$ cat src/rtl/word_serializer.sv
// Word serializer: captures an 8-bit word on a load request and sends it
// as an 11-bit frame on a single line. The frame is a start bit, eight data
// bits LSB first, an even-parity bit and a stop bit. Each bit is held for
// DIV clock cycles. Load requests that arrive while a frame is on the line
// are not queued; they are counted in a saturating 8-bit drop counter.
//
// state  | meaning
// -------+--------------------------------------------------------------
// IDLE   | line held at 1, waiting for a load request
// START  | start bit (0) on the line for DIV cycles
// DATA   | data bit shift_q[0] on the line; idx_q counts bits 0..7
// PARITY | even-parity bit (XOR of the captured word) on the line
// STOP   | stop bit (1) on the line; the frame ends after the last cycle
module word_serializer #(
  parameter int unsigned DIV = 4
) (
  input  logic       clk,
  input  logic       rst,
  input  logic [7:0] __in0,
  input  logic       __in1,
  output logic       __out0,
  output logic       __out1,
  output logic [7:0] __out2
);

  typedef enum logic [2:0] {
    IDLE   = 3'd0,
    START  = 3'd1,
    DATA   = 3'd2,
    PARITY = 3'd3,
    STOP   = 3'd4
  } state_t;

  // Last divider value of a bit period; the bit ends when the divider reaches it.
  localparam logic [7:0] DIV_TC = 8'(DIV - 1);

  // The initial values match the reset values, so the block idles correctly
  // from time zero before the first reset arrives.
  state_t     state_q = IDLE;
  state_t     state_d;
  logic [7:0] div_q   = 8'h00;
  logic [7:0] div_d;
  logic [2:0] idx_q   = 3'd0;
  logic [2:0] idx_d;
  logic [7:0] shift_q = 8'h00;
  logic [7:0] shift_d;
  logic       par_q   = 1'b0;
  logic       par_d;
  logic [7:0] drop_q  = 8'h00;
  logic [7:0] drop_d;

  logic       busy;
  logic       bit_done;

  assign busy     = (state_q != IDLE);
  assign bit_done = (div_q == DIV_TC);

  // Next-state logic: bit timing, frame sequencing and word capture.
  always_comb begin
    state_d = state_q;
    div_d   = div_q;
    idx_d   = idx_q;
    shift_d = shift_q;
    par_d   = par_q;

    case (state_q)
      IDLE: begin
        div_d = 8'h00;
        idx_d = 3'd0;
        if (__in1) begin
          // The word is sampled only here. Later changes on __in0 do not
          // reach the frame, and the parity is fixed at this point because
          // the shift register is consumed while the frame is sent.
          shift_d = __in0;
          par_d   = ^__in0;
          state_d = START;
        end
      end

      START: begin
        if (bit_done) begin
          div_d   = 8'h00;
          idx_d   = 3'd0;
          state_d = DATA;
        end else begin
          div_d = div_q + 8'd1;
        end
      end

      DATA: begin
        if (bit_done) begin
          div_d   = 8'h00;
          shift_d = {1'b0, shift_q[7:1]};
          if (idx_q == 3'd7) begin
            idx_d   = 3'd0;
            state_d = PARITY;
          end else begin
            idx_d = idx_q + 3'd1;
          end
        end else begin
          div_d = div_q + 8'd1;
        end
      end

      PARITY: begin
        if (bit_done) begin
          div_d   = 8'h00;
          state_d = STOP;
        end else begin
          div_d = div_q + 8'd1;
        end
      end

      STOP: begin
        if (bit_done) begin
          div_d   = 8'h00;
          state_d = IDLE;
        end else begin
          div_d = div_q + 8'd1;
        end
      end

      default: begin
        state_d = IDLE;
        div_d   = 8'h00;
        idx_d   = 3'd0;
      end
    endcase
  end

  // Drop counter: one count per busy cycle with a request, saturating at FF.
  // A request in the last STOP cycle is dropped because busy is still 1.
  always_comb begin
    drop_d = drop_q;
    if (__in1 && busy && (drop_q != 8'hFF)) begin
      drop_d = drop_q + 8'd1;
    end
  end

  // Line driver: decoded from the registered state, so the start bit appears
  // in the cycle after the capturing edge.
  always_comb begin
    __out0 = 1'b1;
    case (state_q)
      IDLE:    __out0 = 1'b1;
      START:   __out0 = 1'b0;
      DATA:    __out0 = shift_q[0];
      PARITY:  __out0 = par_q;
      STOP:    __out0 = 1'b1;
      default: __out0 = 1'b1;
    endcase
  end

  assign __out1 = busy;
  assign __out2 = drop_q;

  // State register. Reset wins over a request in the same cycle and abandons
  // any frame in progress.
  always_ff @(posedge clk) begin
    if (rst) begin
      state_q <= IDLE;
      div_q   <= 8'h00;
      idx_q   <= 3'd0;
      shift_q <= 8'h00;
      par_q   <= 1'b0;
      drop_q  <= 8'h00;
    end else begin
      state_q <= state_d;
      div_q   <= div_d;
      idx_q   <= idx_d;
      shift_q <= shift_d;
      par_q   <= par_d;
      drop_q  <= drop_d;
    end
  end

endmodule
$ cat config.mk
export PLATFORM = sky130hd
export DESIGN_NAME = word_serializer
export DESIGN_NICKNAME = d
export VERILOG_FILES = /design/src/rtl/word_serializer.sv
export SDC_FILE = /design/constraint.sdc
export NUM_CORES = 1
export LEC_CHECK = 0
export BUFFER_PORTS_ARGS = -buffer_cell sky130_fd_sc_hd__buf_2
export CAP_MARGIN = 20
export CORE_MARGIN = 2
export CORE_UTILIZATION = 30
export CTS_BUF_LIST = sky130_fd_sc_hd__clkbuf_8
export DETAILED_ROUTE_END_ITERATION = 12
export GPL_TIMING_DRIVEN = 1
export MAX_ROUTING_LAYER = met4
export PLACE_DENSITY_LB_ADDON = 0.12
export SLEW_MARGIN = 40
export SYNTH_ARGS = -nofsm -noshare
export SYNTH_HDL_FRONTEND = slang
export SYNTH_SLANG_ARGS = --single-unit
$ cat constraint.sdc
create_clock -name clk -period 4.6 [get_ports clk]
set_input_delay 0.69 -clock clk [delete_from_list [all_inputs] [get_ports clk]]
set_output_delay 0.69 -clock clk [all_outputs]
set_load 0.02 [all_outputs]
**After elaboration in Yosys (flattened, before gate mapping)**

Index checks and enable logic that the tools add are counted.

- Flip-flop bits (word level): 31
- Input bits: 11
- Logic and storage cells: 51

- $add $sub $neg: 3
- Equality and inequality tests: 13
- Muxes and demuxes: 14
- Bitwise logic cells: 2
- Reductions and logical operators: 13

Operators with widths:

| operator | count |
|---|---|
| two-way mux 3 bit | 8 |
| adder 8 x 1 -> 8 bit, second input constant | 2 |
| two-way mux 8 bit | 2 |
| one-hot mux 8 bit (2 select lines) | 1 |
| one-hot mux 3 bit (5 select lines) | 1 |
| inequality test 2 bit, second input constant | 6 |
| one-hot mux 3 bit (3 select lines) | 1 |
| == test 8 x 2 -> 1 bit, second input constant | 1 |
| inequality test 8 bit, second input constant | 1 |
| XOR reduction 8 bit | 1 |
| == test 3 x 2 -> 1 bit, second input constant | 2 |
| == test 3 bit, second input constant | 2 |
| AND reduction 3 bit | 2 |
| AND reduction 6 bit | 1 |
| OR reduction 4 bit | 1 |
| adder 3 x 1 -> 3 bit, second input constant | 1 |
| == test 3 x 1 -> 1 bit, second input constant | 1 |
| logical NOT 3 bit | 1 |
| one-hot mux 1 bit (3 select lines) | 1 |
| nonzero test 3 bit | 1 |
| OR reduction 3 bit | 1 |
| logical AND 1 bit | 2 |
| NOT 1 bit | 2 |
| AND reduction 2 bit | 1 |
| other kinds (2) | 2 |

**Logic depth before layout (Yosys ltp)**

- Depth after elaboration: 4
- Mapped depth: 6
- Depth with buffers taken out: 6

**Worst setup path before layout**

Ideal clock, no wire load.

- Path type: flip-flop to output port
- Start point: reg state_q[1]
- End point: out __out0
- Arrival: 1.092 ns
- Required time: 3.910 ns
- Path slack: 2.818 ns
- Stages on the path, launching flop included: 4
- Path through: dfxtp_1 -> clkbuf_1 -> a22oi_1 -> or2_2

- Longest elaborated chain between the ends: 2

RTL lines:

| element | line | source |
|---|---|---|
| start: declaration | 39 | `state_t state_q = IDLE;` |
| start signal: assignment | 168 | `state_q <= state_d;` |
| == test 3 x 2 -> 1 bit or == test 3 x 1 -> 1 bit (tied branches) | 144 | `case (state_q)` |
| one-hot mux 1 bit (3 select lines) * | 144 |  |
| end: declaration | 21 | `output logic __out0,` |

Mark *: on every way between the ends. The rest lies on a longest branch, timed or not.

**Worst setup path after layout**

- Start point: reg state_q[0]
- End point: out __out0

Same word-level chain as after synthesis.

==> Flow_metrics.wiki <==
{| class="wikitable"
! Metric !! Value
|-
| Worst setup margin || 2.283 ns
|-
| Resize count post-CTS || 0
|-
| Category of the critical setup timing path || reg2out
|-
| Number of inserted filler cells in the final layout || 553
|-
| Sequential cell area fraction in the yosys report || 38.18%
|-
| Cell type contributing the most total cell area after synthesis || sky130_fd_sc_hd__dfxtp_1
|-
| Total gr overflow || 0
|-
| Net count of the finished layout || 217
|-
| Number of placement rows || 26
|-
| Library cell with the highest instance count after synthesis || sky130_fd_sc_hd__dfxtp_1
|-
| Final Cycle Share || 50.36%
|-
| Max clock buf depth || 2
|-
| Proportion of layout cells with a drive suffix above 1 || 18.72%
|-
| Number of diodes added for antenna fixing || 0
|-
| Count of mapped cells out of synthesis || 184
|-
| Worst path depth || 3
|-
| Pin count of the biggest net entering global routing || 25
|-
| Async S/R FF share, synth || 0%
|-
| Number of global-route vias before repair || 1237
|-
| Setup Viol. Count Final || 0
|-
| Min-Delay Path Class || reg2reg
|-
| Sequential power share || 52.9%
|-
| Number of distinct library cell variants in the gate-level netlist after synthesis || 46
|-
| CTS H-tree lvls || 2
|-
| Number of flops mapped to enable cells by yosys || 0
|-
| Worst Clk Skew || 0.007492 ns
|-
| Placer's final routability congestion estimate || 0.8265
|-
| Most used DFF post-synth || sky130_fd_sc_hd__dfxtp_1
|-
| Number of buffers created by CTS || 5
|-
| Number of synthesized register bits || 31
|-
| Area taken by multi-input logic gates || 929.6 µm²
|-
| Hold Path Depth || 1
|-
| Die boundary width || 77.61 µm
|-
| Pwr per Cell Area || 296.4 nW/µm²
|-
| Pre-CTS WS || 2.559 ns
|-
| Sort of element at the end of the critical path || primary output
|-
| CTS tree || built
|-
| Final Util || 35.39%
|-
| Setup repair after global routing missed its margin || false
|-
| Yosys warnings || 0
|-
| Reg2Reg Capture Point || __out2[5]
|-
| Top cells by instance count after synthesis || sky130_fd_sc_hd__dfxtp_1, sky130_fd_sc_hd__nand2_1, sky130_fd_sc_hd__nor2_1
|-
| Start point of the critical path || state_q[0]
|-
| Height of the chip || 77.61 µm
|-
| Top post-synthesis cells by area || sky130_fd_sc_hd__dfxtp_1, sky130_fd_sc_hd__nand2_1, sky130_fd_sc_hd__nor2_1
|-
| Cell at the slowest stage of the critical path || sky130_fd_sc_hd__dfxtp_1
|-
| CP required || 3.91 ns
|-
| Worst slew slack as a fraction of its limit || 47.92%
|-
| WL final || 3.365 mm
|-
| Delay of the slowest cell on the worst path || 0.67 ns
|-
| Clock latency of the later-clocked register in the worst-skew pair || 0.28 ns
|-
| Area growth, synth to finish || 12.63%
|-
| Max-Cap Viols || 0
|-
| Arrival time of the worst setup path || 1.63 ns
|-
| Overall track demand over capacity in global routing || 12.37%
|-
| Number of violations reported at the end of detailed-routing iteration 0 || 73
|-
| Drc violations || 0
|-
| Syn avg cell area || 8.833 µm²
|-
| DP HPWL || 2.383 mm
|-
| Reg-to-reg critical path startpoint || state_q[0]
|-
| Total count of max-transition violations in the final report || 0
|-
| Number of hold buffers added after CTS || 0
|-
| Static Leakage || 0.6835 nW
|-
| Power spent charging and discharging nets || 136.8 µW
|-
| Num ports || 21
|-
| Net count of the mapped netlist || 199
|-
| Ratio of routed vias to standard cells || 4.960
|-
| Total vias in the final route || 1354
|-
| Initial antenna violation count || 0
|-
| Category of the worst setup path launch point || register
|-
| Post-layout power || 542.7 µW
|-
| Starting utilization of the core area || 31.42%
|-
| Wire length of the first global-routing pass || 5.747 mm
|-
| Root buffer selected by CTS || sky130_fd_sc_hd__clkbuf_8
|-
| Buffers inserted by post-CTS timing repair || 0
|-
| Final hold vios || 0
|-
| Internal cell power || 405.8 µW
|-
| Clk network pwr share || 36.3%
|-
| Mapped Area || 1625 µm²
|-
| Area occupied by registers || 620.6 µm²
|-
| Worst Setup EP || __out0
|-
| Reg clk slew, reported paths || 0.07 ns
|-
| Register-to-register path setup slack || 2.60 ns
|-
| Ordered cell list for the critical path || a22oi_1, or2_2, buf_2
|-
| Core outline area || 5172 µm²
|-
| Port Buffer Count || 20
|-
| Sinks on Clock Net || 31
|-
| Share of the synthesized area in the top cell type || 38.18%
|-
| Slew at the pin with the worst max-slew slack || 0.7796 ns
|-
| Highest Clock Rate || 0.4317 GHz
|-
| Run status || complete, no violations
|-
| Total Negative Setup Slacks || 0 ns
|-
| Combinational cell fraction of total power || 10.8%
|-
| Delay-heaviest family, CP || flip-flops
|-
| Post-layout min period || 2.317 ns
|-
| Final routed wire length divided by cell count || 12.33 µm
|-
| Highest fanout seen on the critical path || 14
|-
| First drt pass iteration count || 4
|-
| Cells on worst reg2reg path || 4
|-
| Critical path buffer and inverter count || 1
|-
| Sw Share || 25.21%
|-
| Maximum vdd drop || 0.09776 mV
|-
| Total Die Area || 6023 µm²
|-
| Count of antenna-violating nets left after detailed routing || 0
|}
[logic make-up after synthesis]
logic type               Yosys count  synth area share, %
AO/OA/AOI/OAI                     38                18.01
XOR/XNOR                          15                8.083
adder cells (fa/ha/maj)            4                3.079
buffers and inverters             12                4.618
flip-flops                        31                38.18
multiplexers                       1               0.6159
AND/OR/NAND/NOR                   83                27.41
[through the flow]
step | hold WS [ns] | instance area, µm² | std cells
4_1_cts | 0.4732 | 1831 | 273
6_report | 0.4719 | 1831 | 273
2_1_floorplan | 0.4376 | 1625 | 184
5_1_grt | 0.5140 | 1831 | 273
3_5_place_dp | 0.4581 | 1749 | 265
3_3_place_gp | 0.4560 | 1749 | 265
[sequential cells by signal (all words and copies together) (netlist names)]
signal,count
shift_q,8
par_q,1
state_q,3
div_q,8
__out2,8
idx_q,3
[final cells by class]
class,count,share of cell area (%)
repair buffers,20,5.468
well taps,70,4.785
clock buffers,5,3.759
flip-flops and latches,31,33.90
clock inverters,3,0.6835
inverters,3,0.6152
multi-input cells,141,50.79
[power by group through the flow]
stage | Clock [mW] | Sequential [mW] | Combinational, mW
after floorplan | 0 | 0.291 | 0.0482
after CTS | 0.208 | 0.287 | 0.0597
after detailed placement | 0 | 0.293 | 0.0596
final | 0.197 | 0.287 | 0.0588
after global placement | 0 | 0.293 | 0.0590
after global routing | 0.220 | 0.288 | 0.0660
[worst reg2reg max path, stage by stage (launching register included)]
cell and delay [ns]:
sky130_fd_sc_hd__dfxtp_1 0.67, sky130_fd_sc_hd__o31ai_1 0.19, sky130_fd_sc_hd__o21bai_1 0.38, sky130_fd_sc_hd__or4_1 0.54, sky130_fd_sc_hd__a21oi_1 0.15
[routing by layer]
layer  global-route usage, %  wire [µm]  part of all wire (%)  vias to the layer above
li1                        -          -                     -                      702
met1                   16.91       1785                    53                      624
met2                   16.38       1402                    42                       22
met3                   4.186        124                   3.7                        6
met4                   5.357         53                   1.6                        0
met5                       -          0                     0                        -
[layout by cell type (no fill, tap or decap), drive strengths merged, types with 3 or more instances in the layout]
cell and instances:
o31ai 4, inv 5, or4 3, nor3b 3
xnor2 8, nand3 12, o21ai 4, or3 5
nand2 21, clkbuf 5, a21oi 9, buf 20
a31oi 3, nor3 3, a311oi 7, nor2 22
xor2 7, ha 4, dfxtp 31
[worst min path at each step]
stage | startpoint | end
5_1_grt | div_q[0] | div_q[0]
4_1_cts | div_q[0] | div_q[0]
6_report | div_q[0] | div_q[0]
3_3_place_gp | div_q[0] | div_q[0]
3_5_place_dp | div_q[0] | div_q[0]
2_1_floorplan | div_q[0] | div_q[0]
Power figures use the tool's default switching activity.
